[src/rtl/redirect_ctrl_pkg.sv]
// rtl/redirect_ctrl_pkg.sv - shared next-PC operation, branch funct3 and FSM state encodings
package redirect_ctrl_pkg;

    localparam logic [2:0] NPC_PLUS4  = 3'b000;
    localparam logic [2:0] NPC_BRANCH = 3'b001;
    localparam logic [2:0] NPC_JUMP   = 3'b010;
    localparam logic [2:0] NPC_STOP   = 3'b011;
    localparam logic [2:0] NPC_JALR   = 3'b100;

    localparam logic [2:0] BEQ  = 3'b000;
    localparam logic [2:0] BNE  = 3'b001;
    localparam logic [2:0] BLT  = 3'b100;
    localparam logic [2:0] BGE  = 3'b101;
    localparam logic [2:0] BLTU = 3'b110;
    localparam logic [2:0] BGEU = 3'b111;

    typedef enum logic [1:0] {
        RC_RUN   = 2'd0,
        RC_FLUSH = 2'd1,
        RC_HALT  = 2'd2
    } rc_state_t;

endpackage

[src/rtl/redirect_ctrl_branch_cmp.sv]
// rtl/redirect_ctrl_branch_cmp.sv - combinational RV32I branch condition evaluator
module branch_cmp
    import redirect_ctrl_pkg::*;
(
    input  logic [2:0]  funct3,
    input  logic [31:0] rs1,
    input  logic [31:0] rs2,
    output logic        taken,
    output logic        illegal
);

    always_comb begin
        taken   = 1'b0;
        illegal = 1'b0;
        case (funct3)
            BEQ:     taken = (rs1 == rs2);
            BNE:     taken = (rs1 != rs2);
            BLT:     taken = ($signed(rs1) < $signed(rs2));
            BGE:     taken = ($signed(rs1) >= $signed(rs2));
            BLTU:    taken = (rs1 < rs2);
            BGEU:    taken = (rs1 >= rs2);
            default: illegal = 1'b1;
        endcase
    end

endmodule

[src/rtl/redirect_ctrl.sv]
// rtl/redirect_ctrl.sv - EX-stage control-transfer resolver driving next-PC, flush/hold and counters
module redirect_ctrl
    import redirect_ctrl_pkg::*;
#(
    parameter int CNT_W = 32
) (
    input  logic             clk,
    input  logic             rstn,
    input  logic             ex_valid,
    input  logic             ex_branch,
    input  logic             ex_jal,
    input  logic             ex_jalr,
    input  logic             ex_halt,
    input  logic [2:0]       ex_funct3,
    input  logic [31:0]      ex_rs1,
    input  logic [31:0]      ex_rs2,
    input  logic             id_stall,
    input  logic             resume,
    output logic [2:0]       npc_op,
    output logic             pc_we,
    output logic             hold_if_id,
    output logic             flush_if_id,
    output logic             flush_id_ex,
    output logic             halted,
    output logic             illegal_br,
    output logic [CNT_W-1:0] redirect_cnt,
    output logic [CNT_W-1:0] stall_cnt
);

    rc_state_t state, state_next;
    logic      br_taken, br_illegal;
    logic      redirect;
    logic      illegal_next;

    branch_cmp u_branch_cmp (
        .funct3  (ex_funct3),
        .rs1     (ex_rs1),
        .rs2     (ex_rs2),
        .taken   (br_taken),
        .illegal (br_illegal)
    );

    always_ff @(posedge clk) begin
        if (!rstn) begin
            state        <= RC_RUN;
            redirect_cnt <= '0;
            stall_cnt    <= '0;
            illegal_br   <= 1'b0;
        end else begin
            state      <= state_next;
            illegal_br <= illegal_next;
            if (redirect)
                redirect_cnt <= redirect_cnt + CNT_W'(1);
            if (!pc_we)
                stall_cnt <= stall_cnt + CNT_W'(1);
        end
    end

    always_comb begin
        npc_op       = NPC_PLUS4;
        pc_we        = 1'b1;
        hold_if_id   = 1'b0;
        flush_if_id  = 1'b0;
        flush_id_ex  = 1'b0;
        halted       = 1'b0;
        redirect     = 1'b0;
        illegal_next = 1'b0;
        state_next   = state;

        if (!rstn) begin
            npc_op      = NPC_STOP;
            pc_we       = 1'b0;
            flush_if_id = 1'b1;
            flush_id_ex = 1'b1;
            state_next  = RC_RUN;
        end else begin
            case (state)
                RC_RUN: begin
                    // A redirect squashes the instruction in ID, so a concurrent stall is moot
                    if (ex_valid && ex_halt) begin
                        npc_op      = NPC_STOP;
                        pc_we       = 1'b0;
                        flush_if_id = 1'b1;
                        flush_id_ex = 1'b1;
                        state_next  = RC_HALT;
                    end else if (ex_valid && (ex_jalr || ex_jal || (ex_branch && br_taken))) begin
                        npc_op      = ex_jalr ? NPC_JALR : (ex_jal ? NPC_JUMP : NPC_BRANCH);
                        flush_if_id = 1'b1;
                        flush_id_ex = 1'b1;
                        redirect    = 1'b1;
                        state_next  = RC_FLUSH;
                    end else if (id_stall) begin
                        npc_op      = NPC_STOP;
                        pc_we       = 1'b0;
                        hold_if_id  = 1'b1;
                        flush_id_ex = 1'b1;
                    end
                    illegal_next = ex_valid && ex_branch && br_illegal
                                   && !ex_halt && !ex_jalr && !ex_jal;
                end
                RC_FLUSH: begin
                    state_next = RC_RUN;
                    if (id_stall) begin
                        npc_op      = NPC_STOP;
                        pc_we       = 1'b0;
                        hold_if_id  = 1'b1;
                        flush_id_ex = 1'b1;
                    end
                end
                RC_HALT: begin
                    npc_op     = NPC_STOP;
                    pc_we      = 1'b0;
                    hold_if_id = 1'b1;
                    halted     = 1'b1;
                    if (resume)
                        state_next = RC_RUN;
                end
                default: state_next = RC_RUN;
            endcase
        end
    end

endmodule

[config.mk]
export PLATFORM = sky130hd
export DESIGN_NAME = redirect_ctrl
export DESIGN_NICKNAME = d
export VERILOG_FILES = /design/src/rtl/redirect_ctrl_pkg.sv /design/src/rtl/redirect_ctrl_branch_cmp.sv /design/src/rtl/redirect_ctrl.sv
export SDC_FILE = /design/constraint.sdc
export NUM_CORES = 1
export LEC_CHECK = 0
export BUFFER_PORTS_ARGS = -buffer_cell sky130_fd_sc_hd__buf_4
export CAP_MARGIN = 5
export CORE_MARGIN = 1.5
export CORE_UTILIZATION = 45
export CTS_BUF_LIST = sky130_fd_sc_hd__clkbuf_4 sky130_fd_sc_hd__clkbuf_8
export DETAILED_ROUTE_END_ITERATION = 8
export GPL_ROUTABILITY_DRIVEN = 0
export PLACE_DENSITY_LB_ADDON = 0.15
export SYNTH_ARGS = -nofsm -noshare
export SYNTH_HDL_FRONTEND = slang
export SYNTH_SLANG_ARGS = --single-unit
[constraint.sdc]
create_clock -name clk -period 3.4 [get_ports clk]
set_input_delay 0 -clock clk [delete_from_list [all_inputs] [get_ports clk]]
set_output_delay 0 -clock clk [all_outputs]
set_load 0.05 [all_outputs]
# [After elaboration in Yosys (flattened, before gate mapping)]
# Cells that the tools add are included.
# W data, S select, Z words.
[totals] register_bits=67 output_inout_bits=73 word_cells=75
[op_classes] addsub=2 n_lt_le_gt_ge=4 eq_ne=11 n_mux=36 reduce_logical=18
[op_table] operator="$add A32 B1 Y32 const B" count=2
[op_table] operator="$ge A32 B32 Y1" count=2
[op_table] operator="$lt A32 B32 Y1" count=2
[op_table] operator="$eq A32 B32 Y1" count=1
[op_table] operator="$ne A32 B32 Y1" count=1
[op_table] operator="$mux W1" count=21
[op_table] operator="$eq A3 B3 Y1 const B" count=4
[op_table] operator="$mux W3" count=4
[op_table] operator="$mux W2" count=5
[op_table] operator="$pmux W3 S3" count=1
[op_table] operator="$logic_and A1 B1 Y1" count=8
[op_table] operator="$pmux W1 S3" count=2
[op_table] operator="$pmux W1 S6" count=1
[op_table] operator="$reduce_or A6 Y1" count=1
[op_table] operator="$pmux W2 S2" count=1
[op_table] operator="$reduce_and A2 Y1" count=2
[op_table] operator="$eq A3 B1 Y1 const B" count=1
[op_table] operator="$logic_not A1 Y1" count=3
[op_table] operator="$logic_not A3 Y1" count=1
[op_table] operator="$ne A3 B3 Y1 const B" count=1
[op_table] operator="$eq A2 B1 Y1 const B" count=1
[op_table] operator="$eq A2 B2 Y1 const B" count=1
[op_table] operator="$logic_not A2 Y1" count=1
[op_table] operator="$logic_or A1 B1 Y1" count=2
[op_table] operator="other kinds (2)" count=2

# [Longest topological paths before layout]
[depth] word_depth=9 ltp_mapped=13

# [Cells and area by module]
# From an unflattened synthesis, not the netlist that was laid out.
[hier_totals] hier_cells=528 area_unflattened_um2=4217.8
[by_module_without_submodules] mod="redirect_ctrl" n_inst=1 cells_each=399 area_per_inst_um2=3288.2 seq_area_each_um2=1341.3
[by_module_without_submodules] mod="branch_cmp" n_inst=1 cells_each=129 area_per_inst_um2=929.6 seq_area_each_um2=0.0

# [Worst setup path after synthesis]
# No wires, ideal clock.
[synth_timing] kind="input-to-output" startpoint="input ex_rs2[31]" endpoint="output npc_op[2]" arrival_time_ps=4130 setup_slack_ps=-730 path_stages=9 cell_sequence="inv_1 > ha_1 > nand4_1 > nor3_1 > o211ai_1 > o211a_1 > a221o_2 > a31o_2 > a2111oi_0"
[synth_between] elab_chain_len=9 elab_cells_between_ends=14 classes_between="4 x order compare; 2 x eq/ne; 5 x mux; 3 x reduce/logical"
[synth_lines] element="start, declared" line_no="redirect_ctrl.sv:16" rtl="input logic [31:0] ex_rs2,"
[synth_lines] element="$ge A32 B32 Y1, or another cell as far along" line_no="redirect_ctrl_branch_cmp.sv:21" rtl="BGEU: taken = (rs1 >= rs2);"
[synth_lines] element="$pmux W1 S6 (*)" line_no="redirect_ctrl_branch_cmp.sv:15" rtl="case (funct3)"
[synth_lines] element="$logic_and A1 B1 Y1 (*)" line_no="redirect_ctrl.sv:86" rtl="end else if (ex_valid && (ex_jalr || ex_jal || (ex_branch && br_taken))) begin"
[synth_lines] element="$logic_or A1 B1 Y1 (*)" line_no="redirect_ctrl.sv:86"
[synth_lines] element="$logic_and A1 B1 Y1 (*)" line_no="redirect_ctrl.sv:86"
[synth_lines] element="$mux W3 (*)" line_no="redirect_ctrl.sv:86"
[synth_lines] element="$mux W3 (*)" line_no="redirect_ctrl.sv:80" rtl="if (ex_valid && ex_halt) begin"
[synth_lines] element="$pmux W3 S3 (*)" line_no="redirect_ctrl.sv:77" rtl="case (state)"
[synth_lines] element="$mux W3 (*)" line_no="redirect_ctrl.sv:70" rtl="if (!rstn) begin"
[synth_lines] element="end, declared" line_no="redirect_ctrl.sv:19" rtl="output logic [2:0] npc_op,"
# Every way passes the cells marked *; elsewhere a longest branch is shown, timed or not.

# [Worst setup path in the final report]
[layout_timing] startpoint="register redirect_cnt[3]" endpoint="register redirect_cnt[29]"
[layout_between] elab_chain_len=1
[layout_lines] element="start, declared" line_no="redirect_ctrl.sv:26" rtl="output logic [CNT_W-1:0] redirect_cnt,"
[layout_lines] element="start signal, assigned" line_no="redirect_ctrl.sv:53" rtl="redirect_cnt <= redirect_cnt + CNT_W'(1);"
[layout_lines] element="$add A32 B1 Y32" line_no="redirect_ctrl.sv:53"
# Every way passes these cells.
# A chain may end at the register's enable or synchronous reset.

==> run summary <==
Fin nets -> 800
Worst Path Arrival -> 3.24 ns
Seq/Total Area, Yosys -> 31.4%
Final hold violations -> 0
Drt drc -> 0
Most used cell, CP -> nand4_1
Root buf cell -> clkbuf_8
Setup CP Type -> reg2reg
CTS clk-pin slew, worst paths -> 0.08 ns
Clock tree buffer depth -> 2
Seq pwr share -> 42.8%
Status -> complete, no violations
Die H -> 100 µm
Vias in the first global route -> 4,192
Share of the synthesized area in the top cell type -> 31.4%
Final Cell Area -> 0.00575 mm²
Synth async-reset ratio -> 0%
Min Tclk post-route -> 2.97 ns
Layout area overhead -> 34.8%
Synthesis Warnings -> 0
Clk Latency, worst-skew pair -> 0.35 ns
Fin Setup TNS -> 0 ns
First-pass GRT wire length -> 18,800 µm
Maximum vdd drop -> 0.187 mV
EDFF count, synth -> 0
Via Count -> 4,542
Final setup vio count -> 0
Switching part of the total -> 27.4%
IO Pins -> 149
Cell row count -> 35
Top delay family on crit path -> simple AND/OR/NAND/NOR gates
Leakage -> 0.00249 µW
Gate power share -> 17.2%
Slew HR -> 43.9%
Slew @ Worst Pin -> 0.841 ns
Max capacitance violation total -> 0
Main area contributors after synthesis -> dfxtp_1, ha_1, a21oi_1, nand3_1, inv_1
Avg Cell Area, Syn -> 7.87 µm²
Hold slack -> 0.0486 ns
Max Transition Viols Final -> 0
Pre-antenna DRT Iters -> 4
Initial antenna violation count -> 0
RSZ-0062 raised after global routing -> no
Max stage delay on crit path -> 0.45 ns
Crit path cell chain -> and4_1 -> and4_1 -> nand4_1 -> nor4_2 -> nand4_1 -> nor4_2 -> nand4_1 -> or3_1 -> a21oi_1
Crit-path slowest cell -> dfxtp_1
Count of cell types in the netlist -> 61
Mapped Nets -> 652
Largest net degree at the start of global routing -> 34
Routed wire per std cell -> 14.4 µm
Critical Path RT -> 3.67 ns
Main flop type after synthesis -> dfxtp_1
Setup crit start kind -> flip-flop
Power Density -> 327 mW/mm²
Clk network pwr share -> 40.0%
Setup repair bufs after CTS -> 0
DPL Wire Length -> 8710 µm
Worst-path maximum fanout -> 6
Die area -> 0.0101 mm²
Congestion Overflow GR -> 0
Initial Utilization -> 46.4%
Share of cells above drive strength 1 -> 26.5%
Int Pwr -> 1370 µW
PortBufs -> 148
Depth of the CTS H-tree -> 3
Cells after synthesis -> 542
Flops & latches, synth -> 67
WL final -> 11,600 µm
Post_cts resized -> 0
DRT iter0 DRCs -> 170
GR Util All Layers -> 23.0%
Synth area leader -> dfxtp_1
Worst Skew -> 0.0119 ns
Pwr Total -> 1880 µW
Count leader, synth -> dfxtp_1
Via/cell ratio -> 5.64
CP endpoint kind -> flip-flop
Core Region -> 0.00920 mm²
Mapped Area -> 0.00427 mm²
Final antenna-violating net count -> 0
Clock net sink count -> 67
Antenna Cells -> 0
Top cells by count, synth -> dfxtp_1, inv_1, a21oi_1
Tcrit/Tclk final -> 87.2%
CTS tree -> built
Net Switching -> 515 µW
Placed Instance Area -> 0.00550 mm²
Num CTS Buffers -> 9
Max frequency -> 337 MHz
Min-Delay Path Class -> in2reg
Die width -> 100 µm
Critical path buffers and inverters -> 0
-- cells by family after synthesis --
| logic type | after synthesis | synth area share (%) |
|---|---|---|
| and+or+nand+nor | 226 | 28.6 |
| AOI/OAI and AO/OA | 117 | 17.6 |
| buffers and inverters | 70 | 6.39 |
| DFF | 67 | 31.4 |
| adders and majority gates | 34 | 9.97 |
| xor gates and xnor gates | 23 | 4.72 |
| muxes | 5 | 1.20 |
-- repair_timing --
action                                  CTS  global route
endpoints found under the setup margin    0             0
hold endpoints to repair                  2             0
hold buffers                              3             0
-- metal layers --
layer	share of wire (%)	up-vias	track usage, %
met2	49	148	39.2
met3	5.8	12	5.43
met1	44	2134	28.8
li1	-	2248	-
met4	1.2	0	7.26
met5	0	-	0
-- area by class of cell --
class / count / area, µm²
sequential: 67 / 1340
inverter: 51 / 191
fill: 791 / 3440
timing repair buffer: 156 / 1190
clock buffer: 10 / 138
multi-input combinational: 405 / 2670
clock inverter: 6 / 87.6
tap: 111 / 139
-- stage by stage --
step,instances,worst slack (ns),utilization (%)
finish,806,0.434,62.6
global route,806,0.153,62.6
detailed placement,787,0.0930,59.8
CTS,806,0.441,62.6
floorplan,542,0.447,-
global placement,787,0.246,59.8
-- path summary, 6_finish.rpt --
path | from | end | slack, ns | cells past startpoint
setup / recovery | redirect_cnt[3]$_SDFFE_PN0P_ | redirect_cnt[29]$_SDFFE_PN0P_ | 0.43 | 9
hold / removal | rstn | stall_cnt[7]$_SDFFE_PN0N_ | 0.05 | 2
setup reg to reg | redirect_cnt[3]$_SDFFE_PN0P_ | redirect_cnt[29]$_SDFFE_PN0P_ | 0.43 | 9
hold reg to reg | redirect_cnt[31]$_SDFFE_PN0P_ | redirect_cnt[31]$_SDFFE_PN0P_ | 0.48 | 1
-- worst register-to-register path, cell delays in order, from the launching register on --
cell and delay, ns:
dfxtp_1 0.45, and4_1 0.28, and4_1 0.29, nand4_1 0.23, nor4_2 0.36, nand4_1 0.26
nor4_2 0.35, nand4_1 0.17, or3_1 0.36, a21oi_1 0.13
-- cell usage in the layout, fill, tap and decap left out, drive strengths merged, types with 10 or more instances in the layout --
cell type | netlist | final
and2 | 14 | 14
nor3 | 13 | 13
xor2 | 10 | 10
dfxtp | 67 | 67
clkbuf | 14 | 10
o21ai | 26 | 26
nand3 | 39 | 39
a21oi | 44 | 44
nor2 | 37 | 37
inv | 50 | 51
nand4 | 24 | 24
or3 | 21 | 21
xnor2 | 13 | 13
ha | 34 | 34
nand2 | 39 | 39
buf | 5 | 153
-- registers in the layout, summed over array words and instances, names as in the netlist --
register,count
illegal_br,1
redirect_cnt,32
stall_cnt,32
state,2
-- power by group through the flow --
stage                     clock (µW)  sequential (µW)  combinational [µW]
after floorplan                    0              839                 173
after global placement             0              823                 311
after detailed placement           0              823                 321
after CTS                        768              805                 324
after global routing             802              807                 356
final                            753              805                 324
Power figures use the tool's default switching activity.
